File: config.mk
export PLATFORM = sky130hd
export DESIGN_NAME = mbinit_sequencer
export DESIGN_NICKNAME = d
export VERILOG_FILES = /design/src/rtl/mbinit_pkg.sv /design/src/rtl/ltsm_timeout_counter.sv /design/src/rtl/mbinit_sequencer.sv
export SDC_FILE = /design/constraint.sdc
export NUM_CORES = 1
export LEC_CHECK = 0
export ABC_AREA = 1
export CAP_MARGIN = 5
export CORE_AREA = 2 2 53 92
export CTS_BUF_LIST = sky130_fd_sc_hd__clkbuf_2
export DETAILED_ROUTE_END_ITERATION = 8
export DIE_AREA = 0 0 55 94
export PLACE_DENSITY = 0.76
export SYNTH_ARGS = -nofsm -noshare
export SYNTH_HDL_FRONTEND = slang
export SYNTH_SLANG_ARGS = --single-unit
File: constraint.sdc
create_clock -name CLK -period 2.47 [get_ports CLK]
set_input_delay 0.6175 -clock CLK [delete_from_list [all_inputs] [get_ports CLK]]
set_output_delay 0.6175 -clock CLK [all_outputs]
set_load 0.02 [all_outputs]
File: src/rtl/mbinit_pkg.sv
// ============================================================================
//  Module      : mbinit_pkg
//  Description : State encodings, substate bit indices and defaults shared by
//                the MBINIT sequencer and its timeout counter.
//  Revision    : 1.0 - initial release
// ============================================================================
`default_nettype none

package mbinit_pkg;

    localparam int TIMEOUT_CYCLES_DEFAULT = 800000;
    localparam int CNT_W_DEFAULT          = 20;
    localparam int NUM_SUB                = 6;

    localparam int SUB_PARAM      = 0;
    localparam int SUB_CAL        = 1;
    localparam int SUB_REPAIRCLK  = 2;
    localparam int SUB_REPAIRVAL  = 3;
    localparam int SUB_REVERSALMB = 4;
    localparam int SUB_REPAIRMB   = 5;

    localparam logic [3:0] ST_IDLE       = 4'd0;
    localparam logic [3:0] ST_PARAM      = 4'd1;
    localparam logic [3:0] ST_CAL        = 4'd2;
    localparam logic [3:0] ST_REPAIRCLK  = 4'd3;
    localparam logic [3:0] ST_REPAIRVAL  = 4'd4;
    localparam logic [3:0] ST_REVERSALMB = 4'd5;
    localparam logic [3:0] ST_REPAIRMB   = 4'd6;
    localparam logic [3:0] ST_DONE       = 4'd7;
    localparam logic [3:0] ST_ERROR      = 4'd8;

    function automatic logic is_active(input logic [3:0] st);
        return (st >= ST_PARAM) && (st <= ST_REPAIRMB);
    endfunction

    // One-hot mask of the substate owned by st; zero outside PARAM..REPAIRMB.
    function automatic logic [NUM_SUB-1:0] sub_onehot(input logic [3:0] st);
        logic [NUM_SUB-1:0] mask;
        mask = '0;
        if (is_active(st)) begin
            mask = NUM_SUB'(1) << (st - ST_PARAM);
        end
        return mask;
    endfunction

endpackage

`default_nettype wire

File: src/rtl/ltsm_timeout_counter.sv
// ============================================================================
//  Module      : ltsm_timeout_counter
//  Description : Saturating per-substate cycle counter with synchronous clear
//                and a terminal-count flag, shared by LTSM sequencers.
//  Revision    : 1.0 - initial release
// ============================================================================
`default_nettype none

module ltsm_timeout_counter #(
    parameter int CNT_W    = 20,
    parameter int TERMINAL = 799999
) (
    input  logic CLK,
    input  logic rst_n,
    input  logic i_clear,
    input  logic i_enable,
    output logic o_terminal
);

    localparam logic [CNT_W-1:0] C_TERM = CNT_W'(TERMINAL);

    logic [CNT_W-1:0] count_q;
    logic [CNT_W-1:0] count_d;

    always_comb begin
        count_d = count_q;
        if (i_clear) begin
            count_d = '0;
        end else if (i_enable && (count_q != '1)) begin
            count_d = count_q + CNT_W'(1);
        end
    end

    always_ff @(posedge CLK or negedge rst_n) begin
        if (!rst_n) begin
            count_q <= '0;
        end else begin
            count_q <= count_d;
        end
    end

    assign o_terminal = (count_q == C_TERM);

endmodule

`default_nettype wire

File: src/rtl/mbinit_sequencer.sv
// ============================================================================
//  Module      : mbinit_sequencer
//  Description : Walks the six MBINIT substates in order, with per-substate
//                timeout, error capture and registered next-state outputs.
//  Revision    : 1.0 - initial release
// ============================================================================
`default_nettype none

module mbinit_sequencer
    import mbinit_pkg::*;
#(
    parameter int TIMEOUT_CYCLES = TIMEOUT_CYCLES_DEFAULT,
    parameter int CNT_W          = CNT_W_DEFAULT
) (
    input  logic               CLK,
    input  logic               rst_n,
    input  logic               i_MBINIT_en,
    input  logic [NUM_SUB-1:0] i_sub_end,
    input  logic [NUM_SUB-1:0] i_sub_error,
    output logic [NUM_SUB-1:0] o_sub_en,
    output logic               o_MBINIT_done,
    output logic               o_train_error_req,
    output logic               o_timeout,
    output logic [3:0]         o_state
);

    logic [3:0]         state_q, state_d;
    logic [NUM_SUB-1:0] sub_en_q, sub_en_d;
    logic               done_q, done_d;
    logic               err_q, err_d;
    logic               timeout_q, timeout_d;

    logic               w_terminal;
    logic               w_active;
    logic               w_tmo;
    logic               w_end;
    logic               w_err;
    logic               w_cnt_clear;

    // Only the end/error bits of the substate currently owned are observed.
    assign w_active    = is_active(state_q);
    assign w_end       = |(i_sub_end & sub_onehot(state_q));
    assign w_err       = |(i_sub_error & sub_onehot(state_q));
    assign w_tmo       = w_active && w_terminal;
    assign w_cnt_clear = (state_d != state_q) || !w_active;

    ltsm_timeout_counter #(
        .CNT_W    (CNT_W),
        .TERMINAL (TIMEOUT_CYCLES - 1)
    ) u_timeout_counter (
        .CLK        (CLK),
        .rst_n      (rst_n),
        .i_clear    (w_cnt_clear),
        .i_enable   (w_active),
        .o_terminal (w_terminal)
    );

    always_comb begin
        state_d = state_q;
        if (!i_MBINIT_en) begin
            state_d = ST_IDLE;
        end else begin
            case (state_q)
                ST_IDLE:           state_d = ST_PARAM;
                ST_DONE, ST_ERROR: state_d = state_q;
                ST_PARAM, ST_CAL, ST_REPAIRCLK, ST_REPAIRVAL,
                ST_REVERSALMB, ST_REPAIRMB: begin
                    if (w_err || w_tmo) begin
                        state_d = ST_ERROR;
                    end else if (w_end) begin
                        state_d = (state_q == ST_REPAIRMB) ? ST_DONE : state_q + 4'd1;
                    end
                end
                default:           state_d = ST_IDLE;
            endcase
        end
    end

    // Outputs are decoded from the next state so they change on the same edge.
    always_comb begin
        sub_en_d  = sub_onehot(state_d);
        done_d    = (state_d == ST_DONE);
        err_d     = (state_d == ST_ERROR);
        timeout_d = (state_d == ST_ERROR) && ((state_q == ST_ERROR) ? timeout_q : w_tmo);
    end

    always_ff @(posedge CLK or negedge rst_n) begin
        if (!rst_n) begin
            state_q   <= ST_IDLE;
            sub_en_q  <= '0;
            done_q    <= 1'b0;
            err_q     <= 1'b0;
            timeout_q <= 1'b0;
        end else begin
            state_q   <= state_d;
            sub_en_q  <= sub_en_d;
            done_q    <= done_d;
            err_q     <= err_d;
            timeout_q <= timeout_d;
        end
    end

    assign o_sub_en          = sub_en_q;
    assign o_MBINIT_done     = done_q;
    assign o_train_error_req = err_q;
    assign o_timeout         = timeout_q;
    assign o_state           = state_q;

endmodule

`default_nettype wire

* Word level (Yosys, flattened, before mapping) *
Index checks and enable logic that the tools add are counted.

storage, ports and cells
  register bits = 33
  bits of input ports = 15
  output and inout port bits = 13
  logic and storage cells = 55

cells by class
  add/subtract/negate cells = 4
  magnitude comparators = 4
  equal/unequal tests = 13
  shifts and indexed selects = 2
  muxes and demuxes = 10
  bitwise logic cells = 2
  reduce and logical (&&, ||, !) cells = 14

operators with widths
  cell                                                 number
  2-to-1 mux 20 bit                                    2
  adder 20 x 1 -> 20 bit, second input constant        1
  equality test 20 bit, second input constant          1
  equality test 4 x 3 -> 1 bit, second input constant  5
  inequality test 20 bit, second input constant        1
  OR reduction 6 bit                                   3
  2-to-1 mux 4 bit                                     4
  bitwise AND 6 bit                                    2
  2-to-1 mux 6 bit                                     2
  one-hot mux 4 bit (3 select lines)                   1
  left shift 1 x 4 -> 6 bit, first input constant      2
  equality test 4 x 2 -> 1 bit, second input constant  2
  equality test 4 bit, second input constant           2
  >= comparator 4 x 1 -> 1 bit, second input constant  2
  <= comparator 4 x 3 -> 1 bit, second input constant  2
  subtractor 4 x 1 -> 4 bit, second input constant     2
  logical AND 1 bit                                    5
  adder 4 x 1 -> 4 bit, second input constant          1
  equality test 4 x 1 -> 1 bit, second input constant  1
  logical NOT 4 bit                                    1
  inequality test 4 bit                                1
  logical OR 1 bit                                     2
  nonzero test 2 bit                                   1
  OR reduction 2 bit                                   1
  other kinds (2)                                      2

* Longest topological paths before layout *
Gate-level depths: netlist of the first run.

  word-level depth = 12
  depth in mapped cells = 22
  mapped depth without buffers = 21

* Modules after synthesis *
From an unflattened synthesis of the first run, not the netlist that was laid out.

second synthesis, totals
  cell total of the unflattened synthesis = 363
  area, all modules = 2,447.3 µm²

modules (own cells, without submodules)
  module                times used  cells each  area an instance (µm²)  sequential area each (µm²)
  ltsm_timeout_counter  1           209         1,400.1                 500.5
  mbinit_sequencer      1           154         1,047.3                 325.3

* Least setup slack after synthesis of the first run *
No wires, ideal clock.

  kind = register to register
  start = reg state_q[0], in the netlist o_state[0]
  end = reg u_timeout_counter.count_q[6]
  library setup time = 0.069 ns
  arrival time = 2.458 ns
  data required time = 2.401 ns
  slack = -0.057 ns
  cell stages (with the launch flop) = 21
  path buffers = 1
  period minus slack after synthesis = 2.527 ns
  path through = dfrtp_1 -> inv_1 -> ha_1 -> inv_1 -> nand3_1 -> nand3_2 -> nor2_2 -> nand3_1 -> nand2_1 -> nor2_2 -> nand2_2 -> nand2_1 -> nand2_1 -> nand2_2 -> nand2_2 -> nand2_1 -> nand3_2 -> nor2_2 -> nand3_2 -> buf_6 -> nor2_2

between the ends
  cells in the longest elaborated chain, start to end = 12
  elaborated cells on any way between the ends = 35
  classes of those cells = add/sub (2); order compare (2); eq/ne (9); shift (1); mux (7); bitwise (2); reduce/logical (12)

RTL lines
  item                                                            RTL line                                        source
  from (decl)                                                     mbinit_sequencer.sv:27                          logic [3:0] state_q, state_d;
  from (signal assigned)                                          mbinit_sequencer.sv:95                          state_q <= state_d;
  subtractor 4 x 1 -> 4 bit (tied with other cells)               mbinit_pkg.sv:41                                mask = NUM_SUB'(1) << (st - ST_PARAM);
  left shift 1 x 4 -> 6 bit or logical AND 1 bit (tied branches)  mbinit_pkg.sv:41, mbinit_pkg.sv:33
  2-to-1 mux 6 bit                                                mbinit_pkg.sv:40                                if (is_active(st)) begin
  bitwise AND 6 bit, on equally long branches                     mbinit_sequencer.sv:42, mbinit_sequencer.sv:43
  OR reduction 6 bit, on equally long branches                    mbinit_sequencer.sv:42, mbinit_sequencer.sv:43
  2-to-1 mux 4 bit or logical OR 1 bit (tied branches)            mbinit_sequencer.sv:70, mbinit_sequencer.sv:68
  2-to-1 mux 4 bit                                                mbinit_sequencer.sv:68                          if (w_err || w_tmo) begin
  one-hot mux 4 bit (3 select lines)                              mbinit_sequencer.sv:63                          case (state_q)
  2-to-1 mux 4 bit                                                mbinit_sequencer.sv:60                          if (!i_MBINIT_en) begin
  inequality test 4 bit                                           mbinit_sequencer.sv:45                          assign w_cnt_clear = (state_d != state_q) || !w_active;
  logical OR 1 bit                                                mbinit_sequencer.sv:45
  2-to-1 mux 20 bit or nonzero test 2 bit (tied branches)         -
  to (signal assigned)                                            ltsm_timeout_counter.sv:38                      count_q <= count_d;
  to (decl)                                                       ltsm_timeout_counter.sv:22                      logic [CNT_W-1:0] count_q;

Several ways; a longest one is shown, not always the timed one.
A chain may end at the register's enable or synchronous reset.

* Final worst setup path of the first run *
  start = reg state_q[0], in the netlist o_state[0]
  end = reg u_timeout_counter.count_q[15]

The elaborated chain is that of the path after synthesis.

==> run summary, run 1 <==
Tot GR Track Use: 25.99%
TritonRoute pass-1 iters: 4
1st-iter DRT viols: 73
Worst Skew: 0.03693 ns
crit path launch type: flip-flop
critical path class: reg -> reg
DP HPWL: 4344 microns
Max Fclk: 0.3852 GHz
first-pass GRT wire length: 9818 microns
WL final: 6111 microns
Setup violations, final: 20
largest net degree at the start of global routing: 34
Via Count: 2246
num rows: 32
CTS buffer count: 5
Lkg Pwr: 1.459 nW
total grt overflow: 0
multi-input logic area: 1336 sq um
crit-path cells: buf_6, ha_4, inv_4, nand3_4, nand3_4, nor2_4, nand3_2, nand2_2, nor2_4, nand2_2, nand2_1, nand2_1, nand2_2, nand2_2, nand2_1, nand3_2, nor2_4, nand3_4, clkbuf_16, nor2_2
Avg Cell Area, Syn: 7.218 sq um
required time worst endpoint: 2.76 ns
PwrDens: 528.5 nW/um^2
# fillers: 349
Layout Nets: 392
Area contributors post-synth: dfrtp_1 37%, nand2_1 12%, inv_1 7.6%
crit path DAT: 2.88 ns
post-detailed-route wirelength per cell: 14.48 microns
CTS clk-pin slew, worst paths: 0.19 ns
H-tree depth: 2
drt drc: 0
Crit path top cell by count: nand2_2
core area: 4404 sq um
RSZ-0062 raised after global routing: true
DRT antenna net count: 0
initial core utilization: 50.31%
area leader, netlist: dfrtp_1
Die W: 55 microns
CTS Root Cell: clkbuf_2
clk sinks: 33
YS warnings: 0
hold crit path type: reg -> reg
Worst path max stage delay: 0.47 ns
CP Max Fanout: 5
total of max-cap violations: 0
vias in the first global route: 2333
Post-Layout Cell Count: 422
FF+latch count, synth: 33
GP Congestion: 0.9607
die area: 5170 sq um
Synth Net Count: 329
placed insts: 406
status: finished with violations
Slowest-stage cell, CP: dfrtp_2
Die H: 94 microns
Place WS: -0.07336 ns
IO Port Bufs: 27
commonest non-fill, non-tap cell in the layout: nand2_1
io pins: 28
period utilization: 105.1%
# diodes: 0
most frequent cells in the layout: 58 x nand2_1, 38 x inv_1, 31 x dfrtp_1, 28 x nor2_1
top cell type's share of synthesized area: 37.27%
Max IR drop VDD: 392.0 uV
post-layout min period: 2.596 ns
failing checks: negative setup slack
Slew Viols, Final: 0
Seq/Total Area, Yosys: 37.27%
synthesized instance count: 307
hold_buf cts: 0
Slew headroom: 71.94%
synth-to-layout area growth: 38.17%
Hold Slack: 0.5895 ns
CP endpoint kind: flip-flop
via/cell ratio: 5.322
Longest Clk Path Bufs: 2
Slew @ Worst Pin: 0.4208 ns
Clk Latency, worst-skew pair: 0.37 ns
cell area after synthesis: 2216 sq um
Unique masters post-synth: 26
storage element area: 828.3 sq um
final hold viol count: 0
share of layout cells above drive strength 1: 31.27%
CTS tree: built
worst setup margin: -0.1262 ns
initial antenna violation count: 0
-- worst max-delay path: cells and delay by family (launching register included) --
kind          cells  cell delay (ns)
buf+inv           3             0.42
fa+ha+maj         1             0.16
flops             1             0.47
simple gates     16             1.45
-- synthesized netlist by cell type (all sizes together) --
| library cell | count |
|---|---|
| o21ai | 8 |
| or2 | 1 |
| xor2 | 10 |
| o22ai | 2 |
| inv | 47 |
| nand3b | 1 |
| a21boi | 1 |
| a21oi | 2 |
| nor2 | 58 |
| nor3 | 9 |
| nor4 | 3 |
| o21bai | 1 |
| dfrtp | 33 |
| nand4 | 11 |
| nand2 | 78 |
| a41o | 1 |
| buf | 3 |
| clkinv | 1 |
| nand3 | 30 |
| ha | 7 |
-- state kept, by name, indices dropped and copies added (netlist names) --
register	flops
u_timeout_counter.count_q	20
o_timeout	1
o_MBINIT_done	1
o_train_error_req	1
o_sub_en	6
o_state	4
-- what timing repair did --
action | CTS | global route
buffers inserted | 4 | 1
setup endpoints to repair | 21 | 28
gates cloned | 2 | 1
pin swaps | 1 | 10
gates resized for setup | 33 | 18
-- path summary, 6_finish.rpt --
check,from,end,slack [ns],cells past startpoint
worst max-delay path,o_state[0],u_timeout_counter.count_q[15],-0.13,20
worst min-delay path,o_timeout,o_timeout,0.59,2
worst max register to register,o_state[0],u_timeout_counter.count_q[15],-0.13,20
worst min register to register,o_timeout,o_timeout,0.59,2
max in group asynchronous,rst_n,u_timeout_counter.count_q[18],1.51,2
min in group asynchronous,rst_n,o_state[3],0.62,2
-- where the power goes --
group | total (mW) | internal, mW | switching (mW)
clock | 0.359 | 0.175 | 0.185
combinational | 0.680 | 0.317 | 0.363
sequential | 0.579 | 0.564 | 0.0147
-- kinds of logic after synthesis --
logic type	Yosys count	share of synthesized area (%)
buffers and inverters	51	9.486
XOR/XNOR	10	3.952
AO/OA/AOI/OAI	15	3.953
flip-flops	33	37.27
adder cells (fa/ha/maj)	7	3.952
AND/OR/NAND/NOR	191	41.39
-- through the flow --
| step | util (%) | power, mW | cell area [sq um] | TNS, ns |
|---|---|---|---|---|
| 3_5_place_dp | 61.62 | 1.055 | 2714 | -1.239 |
| 3_3_place_gp | 61.62 | 1.046 | 2714 | -0.4699 |
| 4_1_cts | 67.36 | 1.554 | 2967 | -0.1423 |
| 6_report | 69.52 | 1.618 | 3062 | -1.767 |
| 2_1_floorplan | - | 0.8992 | 2217 | 0 |
| 5_1_grt | 69.52 | 1.715 | 3062 | -6.256 |
-- per-layer routing --
metal  routed length [microns]  track usage (%)  up-vias
met1                      2044            24.08     1039
li1                          -                -     1102
met5                         0                0        -
met3                       150            2.707       32
met4                       377            16.67        0
met2                      3539            48.91       73
-- final cells by class --
class	instances	area share (%)
multi-input combinational	223	43.65
tap	51	2.084
timing repair buffer	59	19.08
sequential	33	27.05
clock buffer	6	0.9808
inverter	48	6.007
clock inverter	2	1.144
Note: power is estimated with default switching activity, not from simulation.
==> run 2: changes to the inputs <==
--- a/config.mk
+++ b/config.mk
@@ -12,6 +12,7 @@
 export DETAILED_ROUTE_END_ITERATION = 8
 export DIE_AREA = 0 0 55 94
 export PLACE_DENSITY = 0.76
+export SKIP_LAST_GASP = 1
 export SYNTH_ARGS = -nofsm -noshare
 export SYNTH_HDL_FRONTEND = slang
 export SYNTH_SLANG_ARGS = --single-unit
==> run 2 against run 1 <==
  * The flow still finishes with violations (negative setup slack)
  * Worst setup slack got worse by 0.017 ns
  * Clock power barely moved
  * Wire length rose by 0.16%
  * Die area did not move
  * Critical path type unchanged
  * Clock skew rose by 0.0014 ns
  * Hold slack got worse by 0.013 ns
  * Sequential share of layout area fell by 0.20 points
  * Combinational power rose by 2%
==> run summary, run 2 (synthesized netlist as in run 1, its figures left out) <==
Longest Clk Path Bufs: 2 (unchanged)
synth-to-layout area growth: 39.19%
Max Fclk: 0.3827 GHz (-0.65%)
Clk Latency, worst-skew pair: 0.37 ns (about the same)
CTS clk-pin slew, worst paths: 0.19 ns (about the same)
initial core utilization: 50.31% (unchanged)
DP HPWL: 4344 microns (unchanged)
# fillers: 344 (-1.4%)
crit path DAT: 2.90 ns (+0.02 ns)
Slew headroom: 72.07% (+0.12 points)
core area: 4404 sq um (unchanged)
post-layout min period: 2.613 ns (+0.01692 ns)
DRT antenna net count: 0 (unchanged)
CTS Root Cell: clkbuf_2
Layout Nets: 392 (unchanged)
placed insts: 406 (unchanged)
Tot GR Track Use: 25.99% (unchanged)
most frequent cells in the layout: 58 x nand2_1, 38 x inv_1, 31 x dfrtp_1, 28 x nor2_1
total of max-cap violations: 0 (unchanged)
PwrDens: 529.4 nW/um^2 (+0.18%)
status: finished with violations
CTS buffer count: 5 (unchanged)
clk sinks: 33 (unchanged)
total grt overflow: 0 (unchanged)
CP Max Fanout: 5 (unchanged)
commonest non-fill, non-tap cell in the layout: nand2_1
hold crit path type: reg -> reg
io pins: 28 (unchanged)
Post-Layout Cell Count: 422 (unchanged)
Largest register FFs: 20 (unchanged)
1st-iter DRT viols: 64 (-12%)
Setup TNS: -2.084 ns (-0.3170 ns)
hold_buf cts: 0 (unchanged)
period utilization: 105.8% (+0.68 points)
Die W: 55 microns (unchanged)
initial antenna violation count: 0 (unchanged)
via/cell ratio: 5.386 (+1.2%)
Setup violations, final: 20 (unchanged)
num rows: 32 (unchanged)
# diodes: 0 (unchanged)
critical path class: reg -> reg
H-tree depth: 2 (unchanged)
drt drc: 0 (unchanged)
total power: 1.633 mW (+0.92%)
worst setup margin: -0.1431 ns (-0.01692 ns)
Max IR drop VDD: 389.8 uV (-0.55%)
Die H: 94 microns (unchanged)
Top reg by flops: u_timeout_counter.count_q
Lkg Pwr: 1.459 nW (about the same)
Slew Viols, Final: 0 (unchanged)
WL final: 6121 microns (+0.16%)
crit path launch type: flip-flop
Slew @ Worst Pin: 0.4190 ns (-0.001831 ns)
CTS tree: built
RSZ-0062 raised after global routing: true
TritonRoute pass-1 iters: 4 (unchanged)
share of layout cells above drive strength 1: 31.00% (-0.27 points)
GP Congestion: 0.9607 (unchanged)
largest net degree at the start of global routing: 34 (unchanged)
die area: 5170 sq um (unchanged)
CP endpoint kind: flip-flop
failing checks: negative setup slack
vias in the first global route: 2333 (unchanged)
Via Count: 2273 (+1.2%)
Worst Skew: 0.03836 ns (+0.001430 ns)
IO Port Bufs: 27 (unchanged)
post-detailed-route wirelength per cell: 14.50 microns (+0.16%)
first-pass GRT wire length: 9818 microns (unchanged)
final hold viol count: 0 (unchanged)
required time worst endpoint: 2.76 ns (about the same)
==> run 2: path summary, 6_finish.rpt <==
kind,start,endpoint,slack [ns],cells after the start
worst max register to register,o_state[0],u_timeout_counter.count_q[15],-0.14,19
max in group asynchronous,rst_n,u_timeout_counter.count_q[18],1.51,2
min in group asynchronous,rst_n,u_timeout_counter.count_q[5],0.62,2
worst max-delay path,o_state[0],u_timeout_counter.count_q[15],-0.14,19
worst min-delay path,o_timeout,o_timeout,0.58,2
worst min register to register,o_timeout,o_timeout,0.58,2
==> run 2: repair_timing <==
action | 4_1_cts | 5_1_grt
gates cloned | 2 | 1
buffers inserted | 4 | 1
pin swaps | 0 | 8
gates resized for setup | 29 | 25
endpoints found under the setup margin | 21 | 28
==> run 2: through the flow <==
| step | area, sq um | hold WS (ns) | utilization (%) | worst slack (ns) |
|---|---|---|---|---|
| after floorplan | 2217 | 0.3219 | - | 0.005905 |
| after global placement | 2714 | 0.5451 | 61.62 | -0.03385 |
| after detailed placement | 2714 | 0.5557 | 61.62 | -0.07336 |
| after CTS | 2960 | 0.5864 | 67.22 | -0.04630 |
| after global routing | 3084 | 0.6238 | 70.03 | -0.3340 |
| final | 3084 | 0.5767 | 70.03 | -0.1431 |
==> run 2: where the power goes <==
| part | leakage, nW | internal (mW) | switching, mW |
|---|---|---|---|
| Clock | 0.0430 | 0.175 | 0.183 |
| Sequential | 0.453 | 0.564 | 0.0145 |
| Combinational | 0.963 | 0.322 | 0.375 |
==> run 2: layer usage <==
layer	track usage, %	up-vias	share of wire, %
met3	2.707	42	3.0
li1	-	1100	-
met5	0	-	0
met1	24.08	1047	33
met2	48.91	84	56
met4	16.67	0	7.8
==> run 2: critical path: stages, from the launching register on <==
cell and delay [ns]:
dfrtp_2 0.47, inv_2 0.11, ha_2 0.20, inv_2 0.06, nand3_4 0.08, nand3_4 0.11, nor2_4 0.17, nand3_1 0.11
nand2_2 0.10, nor2_4 0.05, nand2_2 0.09, nand2_1 0.07, nand2_1 0.09, nand2_2 0.06, nand3_1 0.08, nand3_2 0.10
nor2_4 0.13, nand3_4 0.17, clkbuf_16 0.22, nor2_2 0.07
==> run 2: area by class of cell <==
cell class	instances	area (sq um)	share of cell area, %
clock buffers	6	30.03	0.9736
clock inverters	2	35.03	1.136
inverters	48	185.2	6.004
multi-input cells	223	1358	44.02
flip-flops and latches	33	828.3	26.86
well taps	51	63.81	2.069
repair buffers	59	584.3	18.95
